## config.mk

```make
export PLATFORM = sky130hd
export DESIGN_NAME = mlp_layer_sequencer
export DESIGN_NICKNAME = d
export VERILOG_FILES = /design/src/rtl/mlp_layer_sequencer.sv
export SDC_FILE = /design/constraint.sdc
export NUM_CORES = 1
export LEC_CHECK = 0
export BUFFER_PORTS_ARGS = -buffer_cell sky130_fd_sc_hd__buf_2
export CAP_MARGIN = 20
export CORE_MARGIN = 10
export CORE_UTILIZATION = 45
export DETAILED_ROUTE_END_ITERATION = 16
export GPL_ROUTABILITY_DRIVEN = 0
export PLACE_DENSITY = 0.68
export SYNTH_ARGS = -nofsm -noshare
export SYNTH_HDL_FRONTEND = slang
export SYNTH_SLANG_ARGS = --single-unit
```

## constraint.sdc

```tcl
create_clock -name clk -period 4.8 [get_ports clk]
set_input_delay 0.96 -clock clk [delete_from_list [all_inputs] [get_ports clk]]
set_output_delay 0.96 -clock clk [all_outputs]
set_load 0.05 [all_outputs]
```

## src/rtl/mlp_layer_sequencer.sv

```systemverilog
// Multi-layer MLP sequencer: walks layer configs, streams MAC batches,
// triggers activation and writes neuron results into ping-pong banks.
module mlp_layer_sequencer #(
  parameter int LANES      = 8,
  parameter int ADDR_W     = 16,
  parameter int MAX_LAYERS = 4,
  parameter int MEM_LAT    = 1,
  localparam int LW = (MAX_LAYERS > 1) ? $clog2(MAX_LAYERS) : 1
) (
  input  logic              clk,
  input  logic              rst_n,
  input  logic              start,
  input  logic              abort,
  input  logic [LW:0]       cfg_layer_count,
  output logic [LW-1:0]     cfg_idx,
  input  logic [ADDR_W-1:0] cfg_num_in,
  input  logic [ADDR_W-1:0] cfg_num_out,
  input  logic [1:0]        cfg_act,
  output logic [ADDR_W-1:0] act_rd_addr,
  output logic              act_rd_bank,
  output logic [ADDR_W-1:0] wt_rd_addr,
  output logic [ADDR_W-1:0] bias_rd_addr,
  output logic              mac_enable,
  output logic              mac_clear,
  output logic              mac_last,
  output logic [LANES-1:0]  lane_mask,
  input  logic              mac_valid,
  output logic              act_enable,
  output logic [1:0]        act_type,
  input  logic              result_valid,
  output logic              out_wr_en,
  output logic [ADDR_W-1:0] out_wr_addr,
  output logic              out_wr_bank,
  output logic [LW-1:0]     layer_idx,
  output logic              busy,
  output logic              done,
  output logic              error
);
  localparam int LG = $clog2(LANES);
  localparam int PW = LANES + 2;

  typedef enum logic [3:0] {
    S_IDLE, S_CFG, S_INIT, S_ISSUE, S_DRAIN,
    S_ACT, S_WRES, S_STORE, S_DONE
  } state_e;

  state_e state_q, state_d;
  logic start_q, start_d;
  logic [LW-1:0] layer_q, layer_d;
  logic [ADDR_W-1:0] bias_q, bias_d;
  logic [ADDR_W-1:0] wptr_q, wptr_d;
  logic [ADDR_W-1:0] neuron_q, neuron_d;
  logic [ADDR_W-1:0] batch_q, batch_d;
  logic [ADDR_W-1:0] act_addr_q, act_addr_d;
  logic [ADDR_W-1:0] wt_addr_q, wt_addr_d;
  logic [ADDR_W-1:0] num_in_q, num_in_d;
  logic [ADDR_W-1:0] num_out_q, num_out_d;
  logic [ADDR_W-1:0] nb_q, nb_d;
  logic [LG-1:0] rem_q, rem_d;
  logic [1:0] act_q, act_d;
  logic bank_q, bank_d;
  logic err_q, err_d;
  logic seen_q, seen_d;
  logic [PW-1:0] pipe_q [MEM_LAT];
  logic [PW-1:0] pipe_d [MEM_LAT];

  logic launch, cfg_bad, issue_last;
  logic more_n, more_l, kill;
  logic [LANES-1:0] mask;
  logic [PW-1:0] pipe_out;

  assign kill       = abort && (state_q != S_IDLE);
  assign launch     = start && !start_q;
  assign cfg_bad    = (cfg_num_in == '0) || (cfg_num_out == '0) ||
                      (cfg_layer_count == '0) ||
                      (cfg_layer_count > (LW+1)'(MAX_LAYERS));
  assign issue_last = batch_q == (nb_q - ADDR_W'(1));
  assign more_n     = (neuron_q + ADDR_W'(1)) < num_out_q;
  assign more_l     = ({1'b0, layer_q} + (LW+1)'(1)) < cfg_layer_count;
  assign pipe_out   = pipe_q[MEM_LAT-1];

  always_comb begin
    mask = '1;
    if (issue_last && rem_q != '0) mask = LANES'((1 << rem_q) - 1);
  end

  always_ff @(posedge clk or negedge rst_n) begin
    if (!rst_n) begin
      state_q    <= S_IDLE;
      start_q    <= 1'b0;
      layer_q    <= '0;
      bias_q     <= '0;
      wptr_q     <= '0;
      neuron_q   <= '0;
      batch_q    <= '0;
      act_addr_q <= '0;
      wt_addr_q  <= '0;
      num_in_q   <= '0;
      num_out_q  <= '0;
      nb_q       <= '0;
      rem_q      <= '0;
      act_q      <= '0;
      bank_q     <= 1'b0;
      err_q      <= 1'b0;
      seen_q     <= 1'b0;
      for (int i = 0; i < MEM_LAT; i++) pipe_q[i] <= '0;
    end else begin
      state_q    <= state_d;
      start_q    <= start_d;
      layer_q    <= layer_d;
      bias_q     <= bias_d;
      wptr_q     <= wptr_d;
      neuron_q   <= neuron_d;
      batch_q    <= batch_d;
      act_addr_q <= act_addr_d;
      wt_addr_q  <= wt_addr_d;
      num_in_q   <= num_in_d;
      num_out_q  <= num_out_d;
      nb_q       <= nb_d;
      rem_q      <= rem_d;
      act_q      <= act_d;
      bank_q     <= bank_d;
      err_q      <= err_d;
      seen_q     <= seen_d;
      for (int i = 0; i < MEM_LAT; i++) pipe_q[i] <= pipe_d[i];
    end
  end

  always_comb begin
    state_d = state_q;
    unique case (state_q)
      S_IDLE:  if (launch) state_d = S_CFG;
      S_CFG:   state_d = cfg_bad ? S_DONE : S_INIT;
      S_INIT:  state_d = S_ISSUE;
      S_ISSUE: if (issue_last) state_d = S_DRAIN;
      S_DRAIN: if (seen_q && mac_valid) state_d = S_ACT;
      S_ACT:   state_d = S_WRES;
      S_WRES:  if (result_valid) state_d = S_STORE;
      S_STORE: begin
        if (more_n)      state_d = S_INIT;
        else if (more_l) state_d = S_CFG;
        else             state_d = S_DONE;
      end
      S_DONE:  if (!start) state_d = S_IDLE;
      default: state_d = S_IDLE;
    endcase
    if (kill) state_d = S_IDLE;
  end

  always_comb begin
    start_d    = start;
    layer_d    = layer_q;
    bias_d     = bias_q;
    wptr_d     = wptr_q;
    neuron_d   = neuron_q;
    batch_d    = batch_q;
    act_addr_d = act_addr_q;
    wt_addr_d  = wt_addr_q;
    num_in_d   = num_in_q;
    num_out_d  = num_out_q;
    nb_d       = nb_q;
    rem_d      = rem_q;
    act_d      = act_q;
    bank_d     = bank_q;
    err_d      = err_q;
    seen_d     = seen_q;
    // Issue strobes enter the delay line so they meet the BRAM data.
    pipe_d[0] = (state_q == S_ISSUE) ? {1'b1, issue_last, mask} : '0;
    for (int i = 1; i < MEM_LAT; i++) pipe_d[i] = pipe_q[i-1];
    if (pipe_out[PW-2]) seen_d = 1'b1;
    unique case (state_q)
      S_IDLE: begin
        if (launch) begin
          layer_d = '0;
          bias_d  = '0;
          wptr_d  = '0;
          bank_d  = 1'b0;
          err_d   = 1'b0;
        end
      end
      S_CFG: begin
        num_in_d  = cfg_num_in;
        num_out_d = cfg_num_out;
        act_d     = cfg_act;
        nb_d      = (cfg_num_in >> LG) +
                    ADDR_W'(|cfg_num_in[LG-1:0]);
        rem_d     = cfg_num_in[LG-1:0];
        err_d     = cfg_bad;
        neuron_d  = '0;
      end
      S_INIT: begin
        batch_d    = '0;
        act_addr_d = '0;
        wt_addr_d  = wptr_q;
        seen_d     = 1'b0;
      end
      S_ISSUE: begin
        batch_d    = batch_q + ADDR_W'(1);
        act_addr_d = act_addr_q + ADDR_W'(LANES);
        wt_addr_d  = wt_addr_q + ADDR_W'(LANES);
      end
      S_STORE: begin
        neuron_d = neuron_q + ADDR_W'(1);
        bias_d   = bias_q + ADDR_W'(1);
        wptr_d   = wptr_q + num_in_q;
        if (!more_n && more_l) begin
          layer_d = layer_q + LW'(1);
          bank_d  = ~bank_q;
        end
      end
      default: ;
    endcase
    if (kill) begin
      err_d  = 1'b0;
      seen_d = 1'b0;
      for (int i = 0; i < MEM_LAT; i++) pipe_d[i] = '0;
    end
  end

  always_comb begin
    busy       = 1'b0;
    done       = 1'b0;
    mac_clear  = 1'b0;
    act_enable = 1'b0;
    out_wr_en  = 1'b0;
    unique case (state_q)
      S_CFG, S_ISSUE, S_DRAIN, S_WRES: busy = 1'b1;
      S_INIT: begin
        busy      = 1'b1;
        mac_clear = !abort;
      end
      S_ACT: begin
        busy       = 1'b1;
        act_enable = !abort;
      end
      S_STORE: begin
        busy      = 1'b1;
        out_wr_en = !abort;
      end
      S_DONE:  done = 1'b1;
      default: ;
    endcase
    error      = done && err_q;
    mac_enable = pipe_out[PW-1] && !abort;
    mac_last   = pipe_out[PW-2] && !abort;
    lane_mask  = abort ? '0 : pipe_out[LANES-1:0];
  end

  assign cfg_idx      = layer_q;
  assign layer_idx    = layer_q;
  assign act_rd_addr  = act_addr_q;
  assign act_rd_bank  = bank_q;
  assign wt_rd_addr   = wt_addr_q;
  assign bias_rd_addr = bias_q;
  assign act_type     = act_q;
  assign out_wr_addr  = neuron_q;
  assign out_wr_bank  = busy & ~bank_q;

endmodule

```

==> impl_metrics.csv, run 1 <==
group,metric,value,unit
run_status,outcome,"finished, final reports clean",
floorplanning,design.die.area,26700,sq um
grt,wire_length_of_the_first_global_routing_pass,41400,microns
sta,postLayoutSetupSlackWorst,0.527,ns
critical_path,regToRegSetupSlack,0.53,ns
min_path,min_from,"act_type[0]",
sta,finalWorstPathRequiredPeriod,4.27,ns
finish,fillers,1871,
synth,synth.yosys.warnings,0,
finish,finish.net_count,1279,
sta,timing.final.crit_share,89.0,%
critical_path,worstPathRequired,5.12,ns
critical_path,worstSetupStartpoint,"out_wr_addr[0]",
sta,totalNegativeSetupSlack,0,ns
grt,grt_overflow,0,
sta,finalSetupViolCount,0,
synth,synthDominantAreaCellType,"dfrtp_1",
finish,final-instance-count-excl-fill,1476,
sta,fmaxAchievable,0.234,GHz
finish,drive_above_1_share,15.5,%
synth,synth.yosys.seq_area_share,43.2,%
clocking,clk_path_buf_depth,2,
synth,synth_area,9260,sq um
clocking,cts_made_buffers,17,
clocking,holdBufCountCts,0,
synth,yosys_register_bits,160,
routing,first_pass_iters,5,
clocking,numClockSinks,160,
critical_path,startpoint_of_the_most_critical_register_to_register_path,"out_wr_addr[0]",
sta,timing.final.max_slew_violations,0,
grt,antenna_found_initial,0,
synth,synth_commonest_cells,"nand2_1 (190), dfrtp_1 (160), o21ai_0 (153)",
critical_path,worst-setup-path-type,"flop to flop",
floorplanning,core.rowCount,52,
floorplanning,start_util,45.8,%
synth,mean_instance_size_in_the_synthesized_netlist,8.50,sq um
floorplanning,dieHeight,163,microns
synth,synth_cell_types,61,
floorplanning,ios,131,
placement,placedCellCount,1444,
grt,gr-usage-all-layers,19.0,%
sta,rsz0062_at_grt,"no",
pwr,power.leakage,0.00521,uW
clocking,post_cts_resized,0,
finish,flow.area_growth_from_synthesis,15.3,%
min_path,class_of_the_tightest_hold_or_removal_check,"flop to flop",
routing,drtAntennaViolNets,0,
finish,final_core_utilization,52.8,%
grt,vias_in_the_first_global_route,7982,
critical_path,crit_path_start_kind,"flop",
sta,fin_hold_ws,0.480,ns
sta,relSlewSlack,31.4,%
clocking,tritoncts,"yes",
pwr,power.ir.vdd_worst,0.311,mV
clocking,htree_levels,4,
grt,grt_max_degree,92,
synth,synth_flop_cell,"dfrtp_1",
floorplanning,core_area,20200,sq um
placement,buffer_ports.inserted,127,
synth,post_synth_inst_count,1089,
floorplanning,die_w,163,microns
sta,timing_hold_violations_final,0,
finish,diodes,0,
routing,postRouteWirelength,24900,microns
placement,dp_hpwl,17800,microns
sta,skew,0.00793,ns
routing,drt-vias-per-instance,5.53,
routing,initialDrtViolationCount,651,
clocking,cts.root.buffer_cell,"clkbuf_16",
routing,route.detailed.drc,0,
routing,mean_routed_wirelength_per_cell,16.9,microns
synth,asyncSetResetFlopFracSynth,100,%
sta,worstMarginPinSlew,1.03,ns
critical_path,worst_path_maximum_fanout,7,
pwr,p_per_area,478,nW/um^2
clocking,post-cts-setup-buffer-count,0,
flow_run,max_cap_violations,0,
placement,pre_cts_slack,0.544,ns
synth,synth.most_common_cell,"nand2_1",
synth,netlist.area_leader.share,43.2,%
clocking,clk_transition_reported_paths,0.07,ns
routing,vias,8157,
critical_path,worst_setup_path_end_kind,"flop",
critical_path,worst_ep_arrival_time,4.59,ns
synth,synth-edff-count,0,
clocking,clock_network_latency_to_the_later_pin_of_the_worst_skew_pair,0.43,ns
synth,yosys-top-cells-area,"dfrtp_1 (43%), o21ai_0 (8.3%), nand2_1 (7.7%)",
[power breakdown]
group	internal (uW)	total, uW	leakage, uW	switching (uW)
clock network	739	1340	0.000277	602
registers	1630	1920	0.00214	292
logic	610	1850	0.00279	1240
total	2970	5100	0.00521	2130
[layer usage]
| metal | routed length, microns | track usage, % | vias up | share of wire, % |
|---|---|---|---|---|
| met5 | 0 | 0 | - | 0 |
| met2 | 11600 | 30.3 | 219 | 47 |
| li1 | - | - | 4035 | - |
| met4 | 346 | 4.63 | 0 | 1.4 |
| met3 | 1510 | 4.30 | 25 | 6.1 |
| met1 | 11400 | 25.4 | 3878 | 46 |
[cell type report]
cell class | instances | area (sq um) | area share (%)
Timing Repair Buffer | 136 | 729 | 6.83
Inverter | 36 | 135 | 1.27
Tap cell | 270 | 338 | 3.16
Multi-Input combinational cell | 842 | 4900 | 45.9
Clock inverter | 13 | 128 | 1.20
Sequential cell | 160 | 4000 | 37.5
Clock buffer | 19 | 443 | 4.15
[cell families (layout without fill, tap and decap cells)]
| logic type | Yosys count | in the layout | share of synthesized area [%] |
|---|---|---|---|
| AO/OA/AOI/OAI | 275 | 275 | 17.2 |
| XOR/XNOR | 54 | 54 | 5.11 |
| adder cells (fa/ha/maj) | 43 | 43 | 5.89 |
| buffers and inverters | 89 | 204 | 4.05 |
| flip-flops | 160 | 160 | 43.2 |
| multiplexers | 13 | 13 | 1.49 |
| other | 1 | 3 | 0.0405 |
| AND/OR/NAND/NOR | 454 | 454 | 23.0 |
[per-stage QoR]
step / power (uW) / area, sq um
2_1_floorplan: 3270 / 9270
3_3_place_gp: 3750 / 10100
3_5_place_dp: 3790 / 10100
4_1_cts: 5140 / 10700
5_1_grt: 5470 / 10700
6_report: 5100 / 10700
[registers in the layout, summed over array words and instances, names as in the netlist, 2 cells and up]
name          flops
bias_rd_addr     16
act_rd_addr      13
wptr_q           16
nb_q             14
num_in_q         16
act_type          2
wt_rd_addr       16
state_q           4
cfg_idx           2
out_wr_addr      16
num_out_q        16
batch_q          16
pipe_out          9
[cells in the final DEF, fill, tap and decap left out, drive strengths merged, types with 19 or more instances in the layout]
master,instances
nand2,190
dfrtp,160
o21ai,155
buf,136
nor2,68
nand3,56
a21oi,46
ha,42
inv,42
xor2,32
and3,31
nor3,27
xnor2,22
clkbuf,19
[path summary, 6_finish.rpt]
check / cells after the start / endpoint
worst max register to register: 16 / cfg_idx[0]
min in group asynchronous: 1 / act_type[1]
max in group asynchronous: 2 / wt_rd_addr[2]
worst max-delay path: 16 / cfg_idx[0]
worst min-delay path: 2 / act_type[0]
worst min register to register: 2 / act_type[0]
[critical path, cell delays in order (launching register included)]
cell and delay, ns:
dfrtp_1 0.44, ha_1 0.29, nand3_1 0.21, nor3_1 0.50, and3_1 0.30, and3_1 0.24, and3_1 0.23, xor2_1 0.09
ha_1 0.30, nand4_1 0.09, nor3_1 0.25, nand3_1 0.11, a21o_1 0.17, a31oi_1 0.21, nor2b_1 0.32, nor2_1 0.13
mux2_2 0.28
Power figures use the tool's default switching activity.
==> run 2, diff against run 1 <==
--- a/config.mk
+++ b/config.mk
@@ -5,6 +5,7 @@
 export SDC_FILE = /design/constraint.sdc
 export NUM_CORES = 1
 export LEC_CHECK = 0
+export ABC_AREA = 1
 export BUFFER_PORTS_ARGS = -buffer_cell sky130_fd_sc_hd__buf_2
 export CAP_MARGIN = 20
 export CORE_MARGIN = 10
==> run 2 against run 1 <==
  * Worst setup slack better by 1.2 ns
  * Clock skew rose by 0.0016 ns
  * Area after synthesis rose by 4.7%
  * Cell count increased by 15%
  * Routed wire length up 3.2%
  * Sequential share of layout area fell by 1.5 points
  * Combinational power rose by 25%
  * Via count up 6.8%
  * Synthesized cell count grew 18%
  * Final area increased by 4.3%
  * Global-route usage fell by 0.46 points
  * Sequential power rose by 3%
  * Critical endpoint unchanged
  * Largest cell class unchanged
  * Highest routed layer unchanged
==> impl_metrics.csv, run 2 <==
group,metric,value,unit
pwr,switchingPower,2530,uW
synth,synth.yosys.seq_area_share,41.3,%
grt,vias_in_the_first_global_route,8779,
pwr,power.ir.vdd_worst,0.459,mV
finish,drive_above_1_share,15.6,%
synth,dominant_combinational_cell_family_by_area_after_synthesis,"simple AND/OR/NAND/NOR gates",
placement,area_after_dpl,10600,sq um
pwr,p_per_area,501,nW/um^2
synth,synth_cell_types,50,
floorplanning,ios,131,
clocking,cts.root.buffer_cell,"clkbuf_16",
sta,finalWorstPathRequiredPeriod,3.06,ns
synth,share_of_the_synthesized_netlist_area_taken_by_xor_and_xnor_gates,3.07,%
clocking,tritoncts,"yes",
clocking,holdBufCountCts,0,
sta,skew,0.00953,ns
grt,antenna_found_initial,1,
clocking,cts_made_buffers,17,
placement,pre_cts_slack,1.79,ns
routing,route.detailed.drc,0,
critical_path,worstPathRequired,5.13,ns
synth,synth_commonest_cells,"nand2_1 (313), inv_1 (198), dfrtp_1 (160)",
critical_path,worst-setup-path-type,"flop to flop",
critical_path,regToRegSetupSlack,1.74,ns
grt,wire_length_of_the_first_global_routing_pass,43300,microns
min_path,class_of_the_tightest_hold_or_removal_check,"flop to flop",
clocking,numClockSinks,160,
finish,fillers,2006,
routing,initialDrtViolationCount,603,
synth,post_synth_inst_count,1286,
routing,first_pass_iters,8,
clocking,clk_transition_reported_paths,0.07,ns
pwr,internal-power,3050,uW
routing,mean_routed_wirelength_per_cell,15.2,microns
finish,flow.area_growth_from_synthesis,14.9,%
sta,postLayoutSetupSlackWorst,1.74,ns
critical_path,worst_r2r_endpoint,"cfg_idx[0]",
floorplanning,core.rowCount,53,
clocking,post-cts-setup-buffer-count,0,
routing,postRouteWirelength,25700,microns
clocking,htree_levels,4,
routing,drtAntennaViolNets,0,
sta,timing_hold_violations_final,0,
critical_path,reg2regPathDepth,19,
clocking,post_cts_resized,0,
pwr,p_sw_share,45.3,%
finish,finish.net_count,1493,
pwr,pwr-share-seq,35.4,%
clocking,clk_path_buf_depth,2,
sta,timing.final.max_slew_violations,0,
synth,synth_simple_gate_area_share,26.6,%
placement,buffer_ports.inserted,127,
sta,totalNegativeSetupSlack,0,ns
finish,mostFrequentLayoutCells,"nand2_1 (312), inv_1 (198), dfrtp_1 (160), buf_2 (126), nor2_1 (108)",
synth,post_synth_fa_ha_maj_area_fraction,5.63,%
synth,synth.most_common_cell,"nand2_1",
floorplanning,dieHeight,167,microns
run_status,outcome,"finished, final reports clean",
routing,drt-vias-per-instance,5.14,
critical_path,crit_path_start_kind,"flop",
floorplanning,start_util,46.0,%
critical_path,worst_ep_arrival_time,3.39,ns
synth,mean_instance_size_in_the_synthesized_netlist,7.54,sq um
finish,final_core_utilization,52.8,%
synth,synth_flop_cell,"dfrtp_1",
floorplanning,die_w,167,microns
floorplanning,design.die.area,27800,sq um
sta,fmaxAchievable,0.326,GHz
floorplanning,core_area,21100,sq um
finish,fin_area,11100,sq um
critical_path,worstSetupStartpoint,"out_wr_addr[0]",
pwr,power.leakage,0.00576,uW
grt,gr-usage-all-layers,18.5,%
clocking,clock_network_latency_to_the_later_pin_of_the_worst_skew_pair,0.43,ns
min_path,holdPathStages,2,
min_path,hold_crit_endpoint,"act_type[0]",
sta,timing.final.crit_share,63.8,%
synth,synth_area,9690,sq um
synth,synth_mux_area_share,0.219,%
sta,worstMarginPinSlew,0.957,ns
grt,grt_overflow,0,
synth,synth_compound_area_share,13.3,%
finish,mostFrequentLayoutCell,"nand2_1",
synth,asyncSetResetFlopFracSynth,100,%
synth,netlist.area_leader.share,41.3,%
synth,synthDominantAreaCellType,"dfrtp_1",
synth,yosys-top-cells-area,"dfrtp_1 (41%), nand2_1 (12%), inv_1 (7.7%)",
pwr,clockPowerShare,23.1,%
flow_run,max_cap_violations,0,
pwr,combPwrFrac,41.5,%
sta,finalSetupViolCount,0,
synth,yosys_register_bits,160,
critical_path,worst_setup_path_end_kind,"flop",
synth,synth.yosys.warnings,0,
critical_path,startpoint_of_the_most_critical_register_to_register_path,"out_wr_addr[0]",
sta,relSlewSlack,36.2,%
routing,vias,8708,
min_path,min_from,"act_type[0]",
sta,rsz0062_at_grt,"no",
grt,grt_max_degree,100,
critical_path,worst_path_maximum_fanout,5,
placement,dp_hpwl,19400,microns
synth,synth-edff-count,0,
run 2: worst max-delay path by stage:
stage	to	slack, ns	depth (start not counted)
after floorplan	error	1.30	5
after global placement	act_rd_bank	1.92	19
after detailed placement	cfg_idx[0]	1.79	19
after CTS	cfg_idx[0]	1.75	19
after global routing	cfg_idx[0]	1.44	19
final	cfg_idx[0]	1.74	19
run 2: critical path, cell delays in order, from the launching register on:
cell and delay [ns]:
dfrtp_1 0.39, ha_1 0.21, nand2_1 0.08, nor2_1 0.10, nand2_1 0.08, nor2_2 0.14, nand3_1 0.15, nor3_2 0.18
nand3_1 0.12, xor2_1 0.21, inv_1 0.07, ha_1 0.27, nand2_1 0.07, nor4_1 0.23, nand2_1 0.11, nand2_1 0.11
nand3_1 0.12, nand2_1 0.17, nand3_1 0.08, o21ai_0 0.10
run 2: power groups by stage:
stage | registers, uW | logic [uW] | clock network (uW)
after detailed placement | 2000 | 2320 | 0
final | 1980 | 2320 | 1290
after global placement | 1990 | 2280 | 0
after floorplan | 2190 | 1510 | 0
after CTS | 1980 | 2330 | 1310
after global routing | 2030 | 2640 | 1380
run 2: final cells by class:
cell class | instances | area (sq um) | area share, %
repair buffers | 135 | 702 | 6.30
well taps | 275 | 344 | 3.09
clock inverters | 12 | 103 | 0.921
clock buffers | 19 | 453 | 4.07
inverters | 207 | 777 | 6.98
diodes | 1 | 2.50 | 0.0225
flip-flops and latches | 160 | 4000 | 36.0
multi-input cells | 886 | 4750 | 42.7
run 2: kinds of logic after synthesis:
kind of cell,after synthesis
xor+xnor,34
flops,160
buf+inv,242
other cells,1
fa+ha+maj,43
compound gates,217
mux,2
simple gates,587
run 2: layer usage:
layer | GRT usage (%) | share of wire, %
met2 | 29.1 | 45
met5 | 0 | 0
met4 | 6.03 | 1.9
met1 | 24.3 | 47
met3 | 4.66 | 6.3
run 2: stage by stage:
stage	std cells	hold slack (ns)	total power [uW]
6_report	1695	0.482	5580
5_1_grt	1694	0.507	6040
4_1_cts	1694	0.485	5620
3_5_place_dp	1663	0.462	4310
3_3_place_gp	1663	0.460	4270
2_1_floorplan	1288	0.453	3700
==> run 3, diff against run 2 <==
==> constraint.sdc (replaced) <==
create_clock -name clk -period 3.14 [get_ports clk]
set_input_delay 0.628 -clock clk [delete_from_list [all_inputs] [get_ports clk]]
set_output_delay 0.628 -clock clk [all_outputs]
set_load 0.05 [all_outputs]
==> run 3 against run 2 <==
  * Clock power grew 63%
  * Clock skew shrank 0.00076 ns
  * Critical path depth is the same
  * Core utilization grew 1.1 points
  * First-iteration DRC count shrank 3.6%
  * Worst setup slack lost 1.5 ns
  * Combinational power grew 56%
  * Cell count grew 0.53%
  * Via count grew 2.0%
  * Critical endpoint unchanged
  * Largest power group unchanged
==> impl_metrics.csv, run 3 (synthesis gave the netlist of run 2 again) <==
group,metric,value,unit
run_status,outcome,"finished, final reports clean",
routing,mean_routed_wirelength_per_cell,15.2,microns
floorplanning,die_w,167,microns
finish,mostFrequentLayoutCells,"nand2_1 (307), inv_1 (198), dfrtp_1 (158), buf_2 (126), nor2_1 (107)",
critical_path,worst_r2r_endpoint,"cfg_idx[0]",
pwr,pwr-share-seq,34.6,%
pwr,p_sw_share,44.6,%
clocking,clock_network_latency_to_the_later_pin_of_the_worst_skew_pair,0.43,ns
clocking,clk_path_buf_depth,2,
pwr,clockPowerShare,24.0,%
placement,buffer_ports.inserted,127,
pwr,power.ir.vdd_worst,0.731,mV
clocking,htree_levels,4,
grt,vias_in_the_first_global_route,8733,
pwr,p_per_area,769,nW/um^2
critical_path,crit_path_frequent_cell,"nand2_2",
sta,timing_hold_violations_final,0,
clocking,tritoncts,"yes",
grt,antenna_found_initial,3,
clocking,cts_made_buffers,17,
critical_path,timing.critical_path.slowest_cell_delay,0.40,ns
sta,timing.final.crit_share,92.1,%
critical_path,worst_path_maximum_fanout,5,
sta,worstMarginPinSlew,0.688,ns
critical_path,worst_ep_arrival_time,3.25,ns
pwr,switchingPower,3900,uW
placement,area_after_dpl,10600,sq um
critical_path,startpoint_of_the_most_critical_register_to_register_path,"out_wr_addr[0]",
sta,fin_hold_ws,0.215,ns
finish,mostFrequentLayoutCell,"nand2_1",
pwr,internal-power,4850,uW
routing,route.detailed.drc,0,
sta,skew,0.00877,ns
floorplanning,start_util,46.0,%
sta,finalWorstPathRequiredPeriod,2.89,ns
floorplanning,dieHeight,167,microns
grt,grt_overflow,0,
clocking,clk_transition_reported_paths,0.07,ns
routing,drt-vias-per-instance,5.21,
critical_path,worstPathRequired,3.50,ns
floorplanning,core.rowCount,53,
sta,timing.final.max_slew_violations,0,
flow_run,max_cap_violations,0,
placement,dp_hpwl,19300,microns
sta,finalSetupViolCount,0,
critical_path,worst_setup_path_end_kind,"flop",
min_path,class_of_the_tightest_hold_or_removal_check,"input port to async pin",
floorplanning,design.die.area,27800,sq um
routing,postRouteWirelength,25900,microns
pwr,combPwrFrac,41.4,%
sta,fmaxAchievable,0.346,GHz
clocking,numClockSinks,160,
grt,gr-usage-all-layers,18.4,%
floorplanning,core_area,21100,sq um
critical_path,worst-setup-path-type,"flop to flop",
critical_path,crit_path_start_kind,"flop",
critical_path,critical_path.cell_chain,"ha_2, nand2_2, nor2_2, nand2_2, nor2_4, nand3_4, nor3_4, nand3_2, xor2_2, inv_1, ha_4, nand2_2, nor4_2, nand2_1, nand2_2, nand3_4, nand2_4, nand3_1, o21ai_1",
finish,fillers,2000,
floorplanning,ios,131,
grt,grt_max_degree,71,
routing,initialDrtViolationCount,581,
sta,relSlewSlack,54.1,%
routing,vias,8879,
routing,first_pass_iters,5,
routing,drtAntennaViolNets,0,
finish,flow.area_growth_from_synthesis,17.3,%
critical_path,reg2regPathDepth,19,
finish,finish.net_count,1500,
critical_path,regToRegSetupSlack,0.25,ns
clocking,holdBufCountCts,0,
finish,fin_area,11400,sq um
clocking,cts.root.buffer_cell,"clkbuf_16",
finish,drive_above_1_share,17.4,%
critical_path,critPathSlowestCell,"dfrtp_1",
pwr,power.leakage,0.00584,uW
grt,wire_length_of_the_first_global_routing_pass,43000,microns
[run 3: routing by layer]
layer | GRT usage [%] | routed length, microns
met5 | 0 | 10
met2 | 29.5 | 12000
met3 | 4.78 | 1580
met1 | 23.7 | 11900
met4 | 5.69 | 421
[run 3: layout make-up]
class | instances | area (sq um) | area share, %
Clock inverter | 12 | 133 | 1.17
Clock buffer | 20 | 457 | 4.02
Inverter | 207 | 777 | 6.83
Tap cell | 275 | 344 | 3.03
Multi-Input combinational cell | 886 | 4870 | 42.8
Timing Repair Buffer | 142 | 779 | 6.86
Antenna cell | 2 | 5.00 | 0.0440
Sequential cell | 160 | 4010 | 35.2
[run 3: how the worst max path moves through the flow]
stage	start	endpoint	slack, ns
global route	out_wr_addr[0]	state_q[3]	-0.03
floorplan	out_wr_addr[0]	cfg_idx[0]	0.1
CTS	out_wr_addr[0]	cfg_idx[0]	0.08
detailed placement	out_wr_addr[0]	cfg_idx[0]	0.13
finish	out_wr_addr[0]	cfg_idx[0]	0.25
global placement	out_wr_addr[0]	act_rd_bank	0.20
[run 3: stage by stage]
step / std cells / total power [uW] / setup TNS (ns) / utilization, % / worst slack (ns)
floorplan: 1288 / 5660 / 0 / - / 0.0995
detailed placement: 1666 / 6620 / 0 / 50.4 / 0.129
CTS: 1698 / 8750 / 0 / 53.2 / 0.0775
global placement: 1666 / 6540 / 0 / 50.4 / 0.196
finish: 1704 / 8750 / 0 / 53.9 / 0.249
global route: 1704 / 9420 / -0.118 / 53.9 / -0.0338
[run 3: what timing repair did]
action | 4_1_cts | 5_1_grt
endpoints found under the setup margin | 0 | 6
setup buffers | 0 | 4
resized for setup | 0 | 29
[run 3: power groups by stage]
| stage | Clock, uW | Combinational, uW | Sequential (uW) |
|---|---|---|---|
| 3_3_place_gp | 0 | 3500 | 3040 |
| 2_1_floorplan | 0 | 2310 | 3340 |
| 5_1_grt | 2220 | 4090 | 3100 |
| 4_1_cts | 2130 | 3600 | 3020 |
| 3_5_place_dp | 0 | 3570 | 3050 |
| 6_report | 2100 | 3620 | 3030 |
[run 3: critical path: cells and delay by family, from the launching register on]
family | cells | cell delay [ns]
buf+inv | 1 | 0.08
compound gates | 1 | 0.09
flops | 1 | 0.40
fa+ha+maj | 2 | 0.48
simple gates | 14 | 1.59
xor+xnor | 1 | 0.17
